`src/rtl/turf_dcm_sequencer.sv`:
```
// Supervisor for the 125->250 MHz doubling DCM: reset pulse, lock qualification,
// timed retries, automatic re-reset on lock loss and a latched fault after repeated failures.
module turf_dcm_sequencer #(
    parameter int RESET_CYCLES  = 8,
    parameter int LOCK_TIMEOUT  = 330000,
    parameter int STABLE_CYCLES = 1024,
    parameter int MAX_RETRIES   = 7,
    parameter int CNT_W         = 19
) (
    input  logic       CLK33,
    input  logic       rst_n_i,
    input  logic [2:0] dcm_status_i,
    input  logic       force_reset_i,
    output logic       dcm_reset_o,
    output logic       dcm_ready_o,
    output logic       dcm_fault_o,
    output logic [2:0] state_o,
    output logic [7:0] retry_count_o,
    output logic [7:0] relock_count_o
);

    typedef enum logic [2:0] {
        ST_RESET     = 3'd0,
        ST_WAIT_LOCK = 3'd1,
        ST_STABLE    = 3'd2,
        ST_READY     = 3'd3,
        ST_FAULT     = 3'd4
    } state_t;

    localparam logic [CNT_W-1:0] RST_LOAD    = CNT_W'(RESET_CYCLES - 1);
    localparam logic [CNT_W-1:0] TMO_LOAD    = CNT_W'(LOCK_TIMEOUT - 1);
    localparam logic [CNT_W-1:0] STB_LOAD    = CNT_W'(STABLE_CYCLES - 1);
    localparam logic [7:0]       MAX_RET     = 8'(MAX_RETRIES);

    state_t           state_q, state_d;
    logic [CNT_W-1:0] cnt_q, cnt_d;
    logic [7:0]       retry_q, retry_d;
    logic [7:0]       relock_q, relock_d;
    logic             dcm_reset_q, dcm_reset_d;
    logic             dcm_ready_q, dcm_ready_d;
    logic             dcm_fault_q, dcm_fault_d;
    logic [1:0]       lock_sync_q, lock_sync_d;
    logic [1:0]       stop_sync_q, stop_sync_d;
    logic             lock_s, stop_s, lock_ok, fail;
    logic             unused_ovf;

    // Phase-overflow status has no role in supervision.
    assign unused_ovf = dcm_status_i[0];

    assign lock_sync_d = {lock_sync_q[0], dcm_status_i[2]};
    assign stop_sync_d = {stop_sync_q[0], dcm_status_i[1]};
    assign lock_s      = lock_sync_q[1];
    assign stop_s      = stop_sync_q[1];
    assign lock_ok     = lock_s && !stop_s;

    always_ff @(posedge CLK33 or negedge rst_n_i) begin
        if (!rst_n_i) begin
            state_q     <= ST_RESET;
            cnt_q       <= RST_LOAD;
            retry_q     <= '0;
            relock_q    <= '0;
            dcm_reset_q <= 1'b1;
            dcm_ready_q <= 1'b0;
            dcm_fault_q <= 1'b0;
            lock_sync_q <= '0;
            stop_sync_q <= '0;
        end else begin
            state_q     <= state_d;
            cnt_q       <= cnt_d;
            retry_q     <= retry_d;
            relock_q    <= relock_d;
            dcm_reset_q <= dcm_reset_d;
            dcm_ready_q <= dcm_ready_d;
            dcm_fault_q <= dcm_fault_d;
            lock_sync_q <= lock_sync_d;
            stop_sync_q <= stop_sync_d;
        end
    end

    always_comb begin
        state_d  = state_q;
        cnt_d    = cnt_q;
        retry_d  = retry_q;
        relock_d = relock_q;
        fail     = 1'b0;
        case (state_q)
            ST_RESET: begin
                if (cnt_q == '0) begin
                    state_d = ST_WAIT_LOCK;
                    cnt_d   = TMO_LOAD;
                end else begin
                    cnt_d = cnt_q - CNT_W'(1);
                end
            end
            ST_WAIT_LOCK: begin
                // Lock is checked before the timeout so a lock on the last cycle still wins.
                if (lock_ok) begin
                    state_d = ST_STABLE;
                    cnt_d   = STB_LOAD;
                end else if (cnt_q == '0) begin
                    fail = 1'b1;
                end else begin
                    cnt_d = cnt_q - CNT_W'(1);
                end
            end
            ST_STABLE: begin
                if (!lock_ok) begin
                    fail = 1'b1;
                end else if (cnt_q == '0) begin
                    state_d = ST_READY;
                    retry_d = '0;
                end else begin
                    cnt_d = cnt_q - CNT_W'(1);
                end
            end
            ST_READY: begin
                if (!lock_ok) begin
                    state_d = ST_RESET;
                    cnt_d   = RST_LOAD;
                    if (relock_q != 8'hFF) relock_d = relock_q + 8'd1;
                end
            end
            ST_FAULT: begin
                state_d = ST_FAULT;
            end
            default: begin
                state_d = ST_RESET;
                cnt_d   = RST_LOAD;
            end
        endcase

        if (fail) begin
            retry_d = retry_q + 8'd1;
            if (retry_d == MAX_RET) begin
                state_d = ST_FAULT;
            end else begin
                state_d = ST_RESET;
                cnt_d   = RST_LOAD;
            end
        end

        // Software restart overrides everything, including a simultaneous lock loss.
        if (force_reset_i) begin
            state_d  = ST_RESET;
            cnt_d    = RST_LOAD;
            retry_d  = '0;
            relock_d = relock_q;
        end
    end

    always_comb begin
        dcm_reset_d = (state_d == ST_RESET) || (state_d == ST_FAULT);
        dcm_ready_d = (state_d == ST_READY);
        dcm_fault_d = (state_d == ST_FAULT);
    end

    assign dcm_reset_o    = dcm_reset_q;
    assign dcm_ready_o    = dcm_ready_q;
    assign dcm_fault_o    = dcm_fault_q;
    assign state_o        = state_q;
    assign retry_count_o  = retry_q;
    assign relock_count_o = relock_q;

endmodule

```
`config.mk`:
```
export PLATFORM = sky130hd
export DESIGN_NAME = turf_dcm_sequencer
export DESIGN_NICKNAME = d
export VERILOG_FILES = /design/src/rtl/turf_dcm_sequencer.sv
export SDC_FILE = /design/constraint.sdc
export NUM_CORES = 1
export LEC_CHECK = 0
export BUFFER_PORTS_ARGS = -buffer_cell sky130_fd_sc_hd__buf_2
export CAP_MARGIN = 20
export CELL_PAD_IN_SITES_DETAIL_PLACEMENT = 1
export CELL_PAD_IN_SITES_GLOBAL_PLACEMENT = 2
export CORE_MARGIN = 2
export CORE_UTILIZATION = 37
export DETAILED_ROUTE_END_ITERATION = 8
export PLACE_DENSITY = 0.87
export SKIP_CTS_REPAIR_TIMING = 1
export SYNTH_ARGS = -nofsm -noshare
export SYNTH_HDL_FRONTEND = slang
export SYNTH_SLANG_ARGS = --single-unit
```
`constraint.sdc`:
```
create_clock -name CLK33 -period 2.6 [get_ports CLK33]
set_clock_uncertainty 0.15 [all_clocks]
set_input_delay 0 -clock CLK33 [delete_from_list [all_inputs] [get_ports CLK33]]
set_output_delay 0 -clock CLK33 [all_outputs]
set_load 0.02 [all_outputs]
```
==> results.cfg <==
[outcome]
status = finished clean

[final_layout]
postLayoutCoreUtil = 0.4551
stdcell_area_sq_um = 3498
n_antenna_cell = 0
nets = 378
drive_gt1_frac = 0.2398
area_growth_pct = 20.15
nFillCells = 914
multi_input_area_sq_um = 1703
regArea_sq_um = 1131

[sta]
period_needed_ps = 2511
period_share = 0.9656
final_max_slew_viol_count = 0
relSlewSlack = 0.4510
tightest_slew_ps = 817.3
fmax_mhz = 398.3
hold_violations = 0
hold_slack_ps = 56.36
setup_viol = 0
setup_slack_ps = 89.49
rsz0062_at_grt = yes

[routing]
vias_per_cell = 5.874
detail-route-antenna-nets = 0
wl_met3_um = 288
maxUsedRoutingLayer = met4
drtIter0Drc = 133
first_pass_iters = 4
drcViolationCount = 0
routedWlPerCell_um = 18.62
wl_met2_um = 4259
routed_wl_um = 8731
vias = 2755
met1_length_um = 4096

[pwr]
p_total_w = 0.001373
power_density_nw_per_um2 = 392.4
leakage_nw = 1.546
peakVddDrop_mv = 0.1757

[critical_path]
crit_path_end_kind = flop
reg2reg_from = cnt_q[1]
reg2reg_setup_slack_ps = 90
crit_arrival_ps = 2590
crit_required_ps = 2680
r2r_end = retry_count_o[4]
worst_r2r_path_depth = 8
endpoint = retry_count_o[4]
crit_fanout = 7
startpoint = cnt_q[1]
critical_path_class = reg2reg
start_kind = flop

[yosys]
syn_area_sq_um = 2912
avgSynthCellArea_sq_um = 9.272
synth_fp_nets = 326
synth_ff_type = dfrtp_1
syn_inst = 314
yosysSeqAreaShare = 0.3885
synth_commonest_cells = dfrtp_1 (41), nand2_1 (23), a21oi_1 (19)
synth_area_leader_cell = dfrtp_1
synth-edff-count = 0
synth_seq_cells = 45
ys_types = 67
synth.most_common_cell = dfrtp_1
ys_top_cells_by_area = dfrtp_1 (35%), dfstp_2 (3.6%), a21oi_1 (3.3%), nand2_1 (3.0%), xnor2_1 (2.7%)
async_reset_ff_frac = 1.000
synth_warnings = 0
synth_top_area_share = 0.3524

[clock_network]
cts_tree = built
numClockSinks = 45
clockBufferDepth = 2
numCtsBuffers = 5
clk_pin_slew_ps = 90
worstSkewPairLatency_ps = 310
cts-root-buf = clkbuf_8
htree_num_levels = 2

[die]
die-height_um = 92.71
num_rows = 32
fp.dieArea_sq_um = 8594
die_w_um = 92.71
core_area_sq_um = 7687
initial_core_util = 0.3787
io_pins = 28

[min_path]
worstHoldPathType = in2async

[placed_design]
portBuffers = 26
routabilityCongestion = 0.8415
dpl_cell_area_sq_um = 3327
dp_hpwl_um = 6378
dp_slack_ps = -9.655

[global_routing]
grt_start_max_net_pins = 44
antenna_found_initial = 0
grt_pass1_vias = 2756
grt_pass1_wl_um = 14150
gr-total-overflow = 0
grt_usage = 0.2089

[flow_run]
drv_cap = 0
==> cell families after synthesis <==
logic type	count (synthesis)	share of synthesized area
AOI/OAI and AO/OA	96	0.2450
DFF	45	0.3885
buffers and inverters	21	0.03266
xor gates and xnor gates	15	0.04512
adders and majority gates	8	0.03266
and+or+nand+nor	127	0.2488
muxes	2	0.007305
==> sequential cells by signal, indices dropped and copies added (netlist names) <==
register        flops
cnt_q              19
dcm_fault_o         1
dcm_ready_o         1
dcm_reset_o         1
lock_sync_q         2
relock_count_o      8
retry_count_o       8
state_o             3
stop_sync_q         2
==> layout by cell type (no fill, tap or decap), drive strengths merged, types with 7 or more instances in the layout <==
cell type,count
nor4,8
o21ai,16
nor2,17
nand3,14
o211ai,9
nand2,24
a211oi,7
a21oi,19
xnor2,9
dfrtp,41
buf,56
and3,7
nor3,13
==> final cells by class <==
cell class,count,area share
inverters,6,0.006438
clock inverters,3,0.005007
multi-input cells,248,0.4868
flip-flops and latches,45,0.3233
well taps,102,0.03648
repair buffers,60,0.1223
clock buffers,5,0.01967
==> worst min path at each step <==
stage,slack [ps],to,start
floorplan,-450,cnt_q[10],rst_n_i
global placement,-40,stop_sync_q[0],dcm_status_i[1]
detailed placement,-40,lock_sync_q[0],dcm_status_i[2]
CTS,-370,lock_sync_q[0],dcm_status_i[2]
global route,100,cnt_q[7],rst_n_i
finish,60,cnt_q[7],rst_n_i
==> layer usage <==
metal  track usage  vias to the layer above
li1              -                     1309
met3       0.02929                        9
met1        0.2903                     1389
met4       0.05025                        0
met2        0.3455                       48
met5             0                        -
==> critical path: stages, from the launching register on <==
cell       delay [ps]
dfstp_2           410
inv_1             110
ha_1              150
or4b_4            500
or2_4             300
o41ai_4           280
buf_4             200
nand2_2           120
o2bb2ai_1         220
==> through the flow <==
step,std cells,setup TNS [ps]
CTS,464,-41.78
global route,469,0
floorplan,314,0
finish,469,0
detailed placement,456,-9.655
global placement,455,0
==> power by group <==
part	internal (W)	switching (W)
Clock	0.000186	0.000264
Combinational	0.0000757	0.000107
Sequential	0.000719	0.0000202
No activity file was read; power rests on OpenSTA's default activity.
